File: src/rtl/ser16_tx.sv
// ser16_tx: framed bit-serial transmitter.
// A word accepted over valid/ready is sent as one start bit (0), WIDTH data
// bits LSB first, then one stop bit (1). Every serial bit lasts DIV clocks.
// The line idles high, and a frame can follow the previous one with no gap.
module ser16_tx #(
    parameter int WIDTH = 16,
    parameter int DIV   = 4
) (
    input  logic             clk,
    input  logic             reset_n,
    input  logic [WIDTH-1:0] data_in,
    input  logic             invert,
    input  logic             valid,
    output logic             ready,
    output logic             tx_serial,
    output logic             busy
);

    localparam int              BW       = (WIDTH > 1) ? $clog2(WIDTH) : 1;
    localparam logic [7:0]      DIV_LAST = 8'(DIV - 1);
    localparam logic [BW-1:0]   BIT_LAST = BW'(WIDTH - 1);

    typedef enum logic [1:0] {IDLE, START, DATA, STOP} state_t;

    state_t           state, state_nx;
    logic [7:0]       div_cnt, div_nx;
    logic [BW-1:0]    bit_cnt, bit_nx;
    logic [WIDTH-1:0] shreg, shreg_nx;
    logic             div_last;
    logic             accept;

    assign div_last = (div_cnt == DIV_LAST);

    // Handshake and status come only from registered state, so there is no
    // combinational path from valid or data_in to any output.
    assign ready  = (state == IDLE) || ((state == STOP) && div_last);
    assign busy   = (state != IDLE);
    assign accept = valid && ready;

    // Serial line level for the current state.
    always_comb begin
        // NOTE: every output of an always_comb gets a default first, so no
        // path through the case can leave it unassigned and infer a latch.
        tx_serial = 1'b1;
        case (state)
            START:   tx_serial = 1'b0;
            DATA:    tx_serial = shreg[0];
            default: tx_serial = 1'b1;
        endcase
    end

    // Next state, counters and shift register; an accept reloads the frame.
    always_comb begin
        state_nx = state;
        div_nx   = div_cnt;
        bit_nx   = bit_cnt;
        shreg_nx = shreg;
        case (state)
            IDLE: begin
                if (accept) begin
                    shreg_nx = invert ? ~data_in : data_in;
                    div_nx   = '0;
                    bit_nx   = '0;
                    state_nx = START;
                end
            end
            START: begin
                if (div_last) begin
                    div_nx   = '0;
                    state_nx = DATA;
                end else begin
                    div_nx = div_cnt + 8'd1;
                end
            end
            DATA: begin
                if (div_last) begin
                    div_nx   = '0;
                    shreg_nx = shreg >> 1;
                    if (bit_cnt == BIT_LAST) begin
                        bit_nx   = '0;
                        state_nx = STOP;
                    end else begin
                        bit_nx = bit_cnt + BW'(1);
                    end
                end else begin
                    div_nx = div_cnt + 8'd1;
                end
            end
            STOP: begin
                if (div_last) begin
                    div_nx = '0;
                    bit_nx = '0;
                    if (accept) begin
                        // Back-to-back: the next start bit follows the last stop cycle.
                        shreg_nx = invert ? ~data_in : data_in;
                        state_nx = START;
                    end else begin
                        state_nx = IDLE;
                    end
                end else begin
                    div_nx = div_cnt + 8'd1;
                end
            end
            default: state_nx = IDLE;
        endcase
    end

    // State register; reset aborts any frame and the line returns high at once.
    always_ff @(posedge clk or negedge reset_n) begin
        if (!reset_n) begin
            state   <= IDLE;
            div_cnt <= '0;
            bit_cnt <= '0;
            // NOTE: the shift register is cleared too, so nothing from an
            // aborted frame survives reset.
            shreg   <= '0;
        end else begin
            // NOTE: non-blocking assignments keep all registers updating
            // together from the values they held before the edge.
            state   <= state_nx;
            div_cnt <= div_nx;
            bit_cnt <= bit_nx;
            shreg   <= shreg_nx;
        end
    end

endmodule

File: config.mk
export PLATFORM = sky130hd
export DESIGN_NAME = ser16_tx
export DESIGN_NICKNAME = d
export VERILOG_FILES = /design/src/rtl/ser16_tx.sv
export SDC_FILE = /design/constraint.sdc
export NUM_CORES = 1
export LEC_CHECK = 0
export ABC_AREA = 1
export CAP_MARGIN = 10
export CORE_AREA = 2 2 71 73
export DETAILED_ROUTE_END_ITERATION = 8
export DIE_AREA = 0 0 73 75
export HOLD_SLACK_MARGIN = 0.02
export PLACE_DENSITY_LB_ADDON = 0.15
export SYNTH_ARGS = -nofsm -noshare
export SYNTH_HDL_FRONTEND = slang
export SYNTH_SLANG_ARGS = --single-unit
File: constraint.sdc
create_clock -name clk -period 2.4 [get_ports clk]
set_input_delay 0.24 -clock clk [delete_from_list [all_inputs] [get_ports clk]]
set_output_delay 0.24 -clock clk [all_outputs]
set_load 0.02 [all_outputs]
==> out/results.ini <==
[cts]
post_cts_buffers = 0
clock_latency_ns = 0.28
cts_tree = built
h-tree-depth = 2
cts_buffers = 5
cts_hold_buf = 0
cts-root-buf = clkbuf_8
cts_resized = 0
clk_pin_slew_worst_paths_ns = 0.07
cts.path.max_buffers = 2
clock_sinks = 30

[worst_setup_path]
cp_num_buf_inv = 1
critPathKind = flip-flop to output pin
worstPathRequired_ns = 2.16
cp.arrival_ns = 1.97
r2r_slack_ns = 0.46
crit_family = buffers and inverters
reg2reg_to = state[0]$_DFFE_PN0P_
path_cells = ha_1 > nand2_2 > nor2_4 > nand2_4 > o21ai_0 > clkdlybuf4s50_1
crit_path_start_kind = flip-flop
cp_max_fo = 6
r2r-start = state[0]$_DFFE_PN0P_
max_stage_delay_ns = 0.62
end_kind = output pin
r2r_cells = 10
crit_path_top_delay_cell = clkdlybuf4s50_1

[global_route]
grt.total_usage_pct = 15.4
grt-ovfl-total = 0
grt_pass1_vias = 1521
grt_pass1_wl_um = 6580
antenna_found_initial = 0
grt_max_degree = 34

[worst_hold_path]
worstHoldPathType = primary input to async pin

[timing]
rsz0062_at_grt = no
period_needed_ns = 2.21
fin_hold_ws_ns = 0.351
fin_setup_tns_ns = 0
setup_viol = 0
fin_skew_ns = 0.00966
timing.fmax_mhz = 453
relSlewSlack_pct = 73.3
slew_viol_final = 0
setup_ws_ns = 0.191
tightest_slew_ns = 0.401
hold_violations = 0
post-route-period-util_pct = 92.1

[placed_design]
gp_congestion = 0.754
hpwlAfterDp_um = 2650
place_inst = 314
port_buffers = 22
preCtsSetupSlack_ns = 0.436

[drt]
drc = 0
num_vias = 1583
drt-initial-drc-count = 82
routed_wl_um = 3870
routedWlPerCell_um = 12.0
routed_via_density = 4.93
dr.pass1.iters = 4
ant_nets = 0

[floorplanning]
io_pins = 23
rows = 25
die_area_um2 = 5480
die_w_um = 73
core_area_um2 = 4660
chipHeight_um = 75
start_util_pct = 39.7

[layout]
utilization_pct = 46.9
syn_to_final_growth_pct = 18.3
ff_latch_area_um2 = 751
multi_input_area_um2 = 987
drive_above_1_share_pct = 9.74
nNetsFinal = 294
n_antenna_cell = 0
fin_cells = 321
nFillCells = 470

[yosys]
ys_async_sr_fraction_pct = 100
synth.top_cells.by_count = 81 x nand2_1, 30 x dfrtp_1, 28 x o21ai_0
synthDistinctLibCells = 26
ys.flop_type = dfrtp_1
synth_enable_flop_cells = 0
yosys.area.top_type_share_pct = 40.6
synth_seq_cells = 30
syn_area_per_cell_um2 = 7.57
yosys_warnings = 0
syn_inst = 244
synth_seq_area_share_pct = 40.6
yosys.cell_count.top_type = nand2_1
synth_top_area_cell = dfrtp_1
syn-cell-area_um2 = 1850
synth.area.top_cells = dfrtp_1 41%, nand2_1 16%, o21ai_0 7.6%
synthesis.nets = 271

[outcome]
status = complete, no violations

[pwr]
p_leak_nw = 1.07
ir_worst_vdd_uv = 455
power.density_nw_per_um2 = 431

[job]
max-cap-violations = 0

-- how the worst max path moves through the flow --
stage                                 startpoint              endpoint  slack (ns)  cells after the start
final                     div_cnt[0]$_DFFE_PN0P_                 ready        0.19                      6
after global placement      state[0]$_DFFE_PN0P_  state[0]$_DFFE_PN0P_        0.47                     10
after global routing      div_cnt[0]$_DFFE_PN0P_                 ready        0.04                      6
after CTS                 div_cnt[0]$_DFFE_PN0P_                 ready        0.16                      6
after detailed placement    state[0]$_DFFE_PN0P_  state[0]$_DFFE_PN0P_        0.44                     10
after floorplan             state[0]$_DFFE_PN0P_             tx_serial        0.66                      5
-- worst register-to-register path: stages, from the launching register on --
cell and delay, ns:
dfrtp_1 0.40, inv_1 0.10, ha_1 0.26, inv_2 0.17
nor2_1 0.09, inv_1 0.20, nand2_1 0.18, nor2_1 0.24
nand2_1 0.08, nand2_1 0.06, nand2_1 0.05
-- area by class of cell --
cell class,count,share of cell area [%]
multi-input combinational,190,45.1
sequential,30,34.3
timing repair buffer,26,11.4
clock buffer,5,3.15
tap,54,3.09
inverter,14,2.40
clock inverter,2,0.458
-- cell usage in the layout (no fill, tap or decap), types with 2 or more instances in the layout --
cell and n:
a21oi_1 17, buf_4 4, clkbuf_8 5, clkdlybuf4s50_1 22, clkinv_2 2, dfrtp_1 30, ha_1 7, inv_1 10
inv_2 4, nand2_1 81, nand2_2 2, nand2_4 4, nand3_1 25, nor2_1 7, nor2_4 2, o21ai_0 28
o22ai_1 4, xnor2_1 2, xor2_1 4
-- stage by stage --
step	total power, W	area [um2]
after floorplan	0.000521	1850
after global placement	0.000569	2110
after detailed placement	0.000569	2110
after CTS	0.000959	2190
after global routing	0.000981	2190
final	0.000942	2190
-- power breakdown --
group | internal [W] | total, W | switching [W]
clock network | 0.000194 | 0.000383 | 0.000189
registers | 0.000506 | 0.000506 | 0
logic | 0.0000295 | 0.0000531 | 0.0000236
-- sequential cells by signal (all words and copies together) (netlist names) --
name     cells
bit_cnt      4
div_cnt      8
shreg       16
state        2
-- cells by family (layout without fill, tap and decap cells) --
family	after synthesis	after routing	share of synthesized area [%]
adder cells (fa/ha/maj)	7	7	4.74
flip-flops	30	30	40.6
buffers and inverters	24	47	5.96
AND/OR/NAND/NOR	126	126	30.9
XOR/XNOR	6	6	2.84
AO/OA/AOI/OAI	51	51	15.0
-- layer usage --
metal  up-vias  part of all wire, %  track usage (%)
met4         0                  1.3             4.94
met1       711                   52             19.5
li1        851                    -                -
met5         -                    0                0
met3         4                  2.8             4.02
met2        17                   44             25.7
No activity file was read; power rests on OpenSTA's default activity.
